File: config.mk
export PLATFORM = sky130hd
export DESIGN_NAME = spike_motor_decoder
export DESIGN_NICKNAME = d
export VERILOG_FILES = /design/src/rtl/spike_motor_decoder.sv
export SDC_FILE = /design/constraint.sdc
export NUM_CORES = 1
export LEC_CHECK = 0
export ABC_AREA = 1
export BUFFER_PORTS_ARGS = -buffer_cell sky130_fd_sc_hd__buf_4
export CELL_PAD_IN_SITES_DETAIL_PLACEMENT = 0
export CELL_PAD_IN_SITES_GLOBAL_PLACEMENT = 1
export CORE_AREA = 4 4 92 94
export DETAILED_ROUTE_END_ITERATION = 8
export DIE_AREA = 0 0 96 98
export GPL_ROUTABILITY_DRIVEN = 0
export PLACE_DENSITY_LB_ADDON = 0.1
export SYNTH_ARGS = -nofsm -noshare
export SYNTH_HDL_FRONTEND = slang
export SYNTH_SLANG_ARGS = --single-unit
File: constraint.sdc
create_clock -name clk -period 3.6 [get_ports clk]
set_input_delay 0.18 -clock clk [delete_from_list [all_inputs] [get_ports clk]]
set_output_delay 0.18 -clock clk [all_outputs]
set_load 0.02 [all_outputs]
File: src/rtl/spike_motor_decoder.sv
// Rate decoder for the two-neuron SNN output layer: counts L/R spikes over a
// window of enabled cycles and presents a motor command through a one-deep valid/ready register.
module spike_motor_decoder #(
   parameter int unsigned WIN_LEN    = 256,
   parameter int unsigned CNT_W      = 8,
   parameter int unsigned THRESH_MIN = 4,
   parameter int unsigned HYST       = 2
) (
   input  logic             clk,
   input  logic             rst,
   input  logic             en,
   input  logic             spike_l,
   input  logic             spike_r,
   input  logic             cmd_ready,
   output logic             cmd_valid,
   output logic [1:0]       cmd,
   output logic [CNT_W-1:0] rate_l,
   output logic [CNT_W-1:0] rate_r,
   output logic             overrun
);

   localparam int unsigned WIN_W = (WIN_LEN > 1) ? $clog2(WIN_LEN) : 1;
   localparam int unsigned CMP_W = CNT_W + 2;

   localparam logic [WIN_W-1:0] WIN_LAST = WIN_W'(WIN_LEN - 1);
   localparam logic [CNT_W-1:0] CNT_MAX  = {CNT_W{1'b1}};
   localparam logic [CMP_W-1:0] THRESH_C = CMP_W'(THRESH_MIN);
   localparam logic [CMP_W-1:0] HYST_C   = CMP_W'(HYST);

   localparam logic [1:0] CMD_STOP    = 2'b00;
   localparam logic [1:0] CMD_LEFT    = 2'b01;
   localparam logic [1:0] CMD_RIGHT   = 2'b10;
   localparam logic [1:0] CMD_FORWARD = 2'b11;

   typedef enum logic {EMPTY, FULL} state_t;

   state_t           state;
   logic [WIN_W-1:0] win_cnt;
   logic [CNT_W-1:0] cnt_l;
   logic [CNT_W-1:0] cnt_r;

   logic             win_end_c;
   logic [CNT_W-1:0] fin_l_c;
   logic [CNT_W-1:0] fin_r_c;
   logic [CMP_W-1:0] ext_l_c;
   logic [CMP_W-1:0] ext_r_c;
   logic [1:0]       dec_c;

   // Counts including this cycle's spikes, and the decision they produce
   always_comb begin
      win_end_c = en && (win_cnt == WIN_LAST);
      fin_l_c   = (spike_l && (cnt_l != CNT_MAX)) ? cnt_l + CNT_W'(1) : cnt_l;
      fin_r_c   = (spike_r && (cnt_r != CNT_MAX)) ? cnt_r + CNT_W'(1) : cnt_r;
      ext_l_c   = CMP_W'(fin_l_c);
      ext_r_c   = CMP_W'(fin_r_c);
      dec_c     = CMD_FORWARD;
      if ((ext_l_c < THRESH_C) && (ext_r_c < THRESH_C))
         dec_c = CMD_STOP;
      else if (ext_l_c >= ext_r_c + HYST_C)
         dec_c = CMD_LEFT;
      else if (ext_r_c >= ext_l_c + HYST_C)
         dec_c = CMD_RIGHT;
   end

   always_ff @(posedge clk) begin
      if (rst) begin
         state     <= EMPTY;
         win_cnt   <= '0;
         cnt_l     <= '0;
         cnt_r     <= '0;
         cmd_valid <= 1'b0;
         cmd       <= CMD_STOP;
         rate_l    <= '0;
         rate_r    <= '0;
         overrun   <= 1'b0;
      end else begin
         overrun <= 1'b0;

         if (en) begin
            if (win_end_c) begin
               win_cnt <= '0;
               cnt_l   <= '0;
               cnt_r   <= '0;
            end else begin
               win_cnt <= win_cnt + WIN_W'(1);
               cnt_l   <= fin_l_c;
               cnt_r   <= fin_r_c;
            end
         end

         // A window end always loads; in FULL it overwrites unless the old command is taken now
         if (win_end_c) begin
            cmd    <= dec_c;
            rate_l <= fin_l_c;
            rate_r <= fin_r_c;
         end

         if (state == EMPTY) begin
            if (win_end_c) begin
               state     <= FULL;
               cmd_valid <= 1'b1;
            end
         end else begin
            if (win_end_c) begin
               overrun <= !cmd_ready;
            end else if (cmd_ready) begin
               state     <= EMPTY;
               cmd_valid <= 1'b0;
            end
         end
      end
   end

endmodule

==> impl_metrics.ini <==
[critical_path]
cp.arrival_ns = 3.37
endpoint_kind = register
cp_max_fo = 9
criticalPathCategory = register to register
critPathLaunchType = register
reg2regPathDepth = 21
cp.required_ns = 3.81

[cts]
path_clk_slew_ns = 0.09
cts_resized = 0
clockBufferDepth = 2
cts_tree = built
clock_latency_ns = 0.31
clock-sinks = 45
cts-root-buf = clkbuf_8
hold_buffers = 0
numCtsBuffers = 5
htreeDepth = 2
post_cts_buffers = 0

[die]
coreArea_sq_um = 7650
die-height_um = 98
initial_utilization = 0.392
dieArea_sq_um = 9410
fp-row-count = 32
io_pins = 26
dieWidth_um = 96

[placement]
place_area_sq_um = 3270
dp_hpwl_um = 5770
port_buffers = 25
pre_cts_ws_ns = 0.434

[global_routing]
grtUsageTotal = 0.174
grt_remaining_overflow = 0
grt_first_pass_wirelength_um = 12900
antenna_found_initial = 0
grt_pass1_vias = 2646
grt_max_degree = 38

[min_path]
min_path_type = input pin to register
min_path_cells = 2

[synthesis]
syn_avg_cell_area_sq_um = 6.89
synth_top_area_frac = 0.301
yosysMostFrequentCell = nand2_1
ys_warn_count = 0
synthesis.nets = 462
synth_area_sq_um = 3000
yosys-top-cells-area = dfxtp_1 (30%), nand2_1 (14%), ha_1 (8.8%), inv_1 (6.5%), a21oi_1 (6.0%)
ys_ff_latch = 45
yosysSeqAreaShare = 0.301
ys_types = 35
synth_top_area_cell = dfxtp_1
synthArstFlopShare = 0
synth_edf_count = 0
synth-main-ff-cell = dfxtp_1
synth_common_cells = nand2_1 (114), inv_1 (52), dfxtp_1 (45)
synthCells = 435

[timing]
fin_tns_setup_ns = 0
setup_viol = 0
slew_headroom = 0.452
timing.fmax_mhz = 316
slew_violations = 0
rsz0062_at_grt = false
tightest_slew_ns = 0.821
setup_slack_ns = 0.436
timing.final.crit_share = 0.879
hold_viol = 0
finalClockSkew_ns = 0.00913
period_minus_slack_ns = 3.16

[run_status]
status = completed

[detailed_routing]
wirelength_um = 7540
drt-pass1-iter-count = 5
antenna_left = 0
via_per_inst = 4.87
drtIter0Drc = 82
drc = 0
vias = 2732
wl_per_cell_um = 13.4

[layout]
drive_above_1_share = 0.168
fin_nets = 485
fin_area_sq_um = 3390
areaGrowthSynthToFinish_pct = 13.2
diodes = 0
fill_cells = 824

[power]
powerDensity_nw_per_um2 = 312
total_leakage_power_nw = 1.59
peakVddDrop_mv = 0.130

[run]
cap_violations = 0
==> layout by cell type (no fill, tap or decap), types with 7 or more instances in the layout <==
cell type  count
nand4_1        7
nand2_1      114
a21oi_1       36
nor2_2         7
xor2_1        11
nor2_1        26
dfxtp_1       45
ha_1          21
inv_1         52
nand2_2       13
nand3_1       32
o21ai_0       19
buf_4         27
==> final cells by class <==
class | count | area (sq um) | area share
clock inverters | 2 | 37.5 | 0.0111
repair buffers | 27 | 203 | 0.0598
flip-flops and latches | 45 | 901 | 0.266
well taps | 102 | 128 | 0.0376
clock buffers | 6 | 82.6 | 0.0243
multi-input cells | 323 | 1830 | 0.540
inverters | 56 | 210 | 0.0620
==> cells by family (layout without fill, tap and decap cells) <==
kind of cell / Yosys count / count (layout) / synth area share
adder cells (fa/ha/maj): 21 / 21 / 0.0877
buffers and inverters: 67 / 91 / 0.0885
AO/OA/AOI/OAI: 67 / 67 / 0.126
flip-flops: 45 / 45 / 0.301
XOR/XNOR: 14 / 14 / 0.0409
AND/OR/NAND/NOR: 221 / 221 / 0.357
==> worst paths after layout <==
path,startpoint,endpoint,slack (ns)
hold / removal,cmd_ready,overrun,0.04
hold reg to reg,cmd_valid,cmd_valid,0.45
setup / recovery,cnt_l[1],cmd[0],0.44
setup reg to reg,cnt_l[1],cmd[0],0.44
==> metal layers <==
layer  global-route usage  wire length [um]  vias up
li1                     -                 -     1450
met1                0.226              3530     1241
met2                0.292              3680       29
met3               0.0239               189       12
met4               0.0558               132        0
met5                    0                 0        -
==> critical path: stages, from the launching register on <==
cell and delay (ns):
dfxtp_1 0.42, ha_1 0.21, nand2_1 0.07, nor2_2 0.13, nand2_4 0.11, nand2_4 0.10, o21ai_2 0.09, inv_1 0.13
ha_1 0.20, nand2_1 0.06, nor2_1 0.19, nand3_1 0.11, xor2_1 0.16, ha_1 0.30, nand3_1 0.07, or3_1 0.30
nand3b_1 0.11, nand2_1 0.07, inv_1 0.06, nand2_1 0.05, nand3_1 0.06, nand2_1 0.06
==> power breakdown <==
part           switching (mW)  leakage [nW]  internal (mW)  total, mW
Sequential            0.00720         0.364          0.504      0.511
Clock                   0.188        0.0574          0.226      0.414
Combinational          0.0882          1.16         0.0463      0.134
==> metrics by stage <==
stage / instances / hold slack, ns / utilization / total power, mW
4_1_cts: 561 / 0.0300 / 0.444 / 1.07
5_1_grt: 561 / 0.0375 / 0.444 / 1.11
3_3_place_gp: 553 / 0.357 / 0.428 / 0.658
3_5_place_dp: 553 / 0.358 / 0.428 / 0.658
2_1_floorplan: 435 / 0.252 / - / 0.619
6_report: 561 / 0.0379 / 0.444 / 1.06
==> flip-flops by register name (all words and copies together) (netlist names) <==
signal and flops:
cnt_l 8, cnt_r 8, rate_l 8, rate_r 8
win_cnt 8, cmd 2, cmd_valid 1, overrun 1
state 1
(Power assumes the default switching activity.)
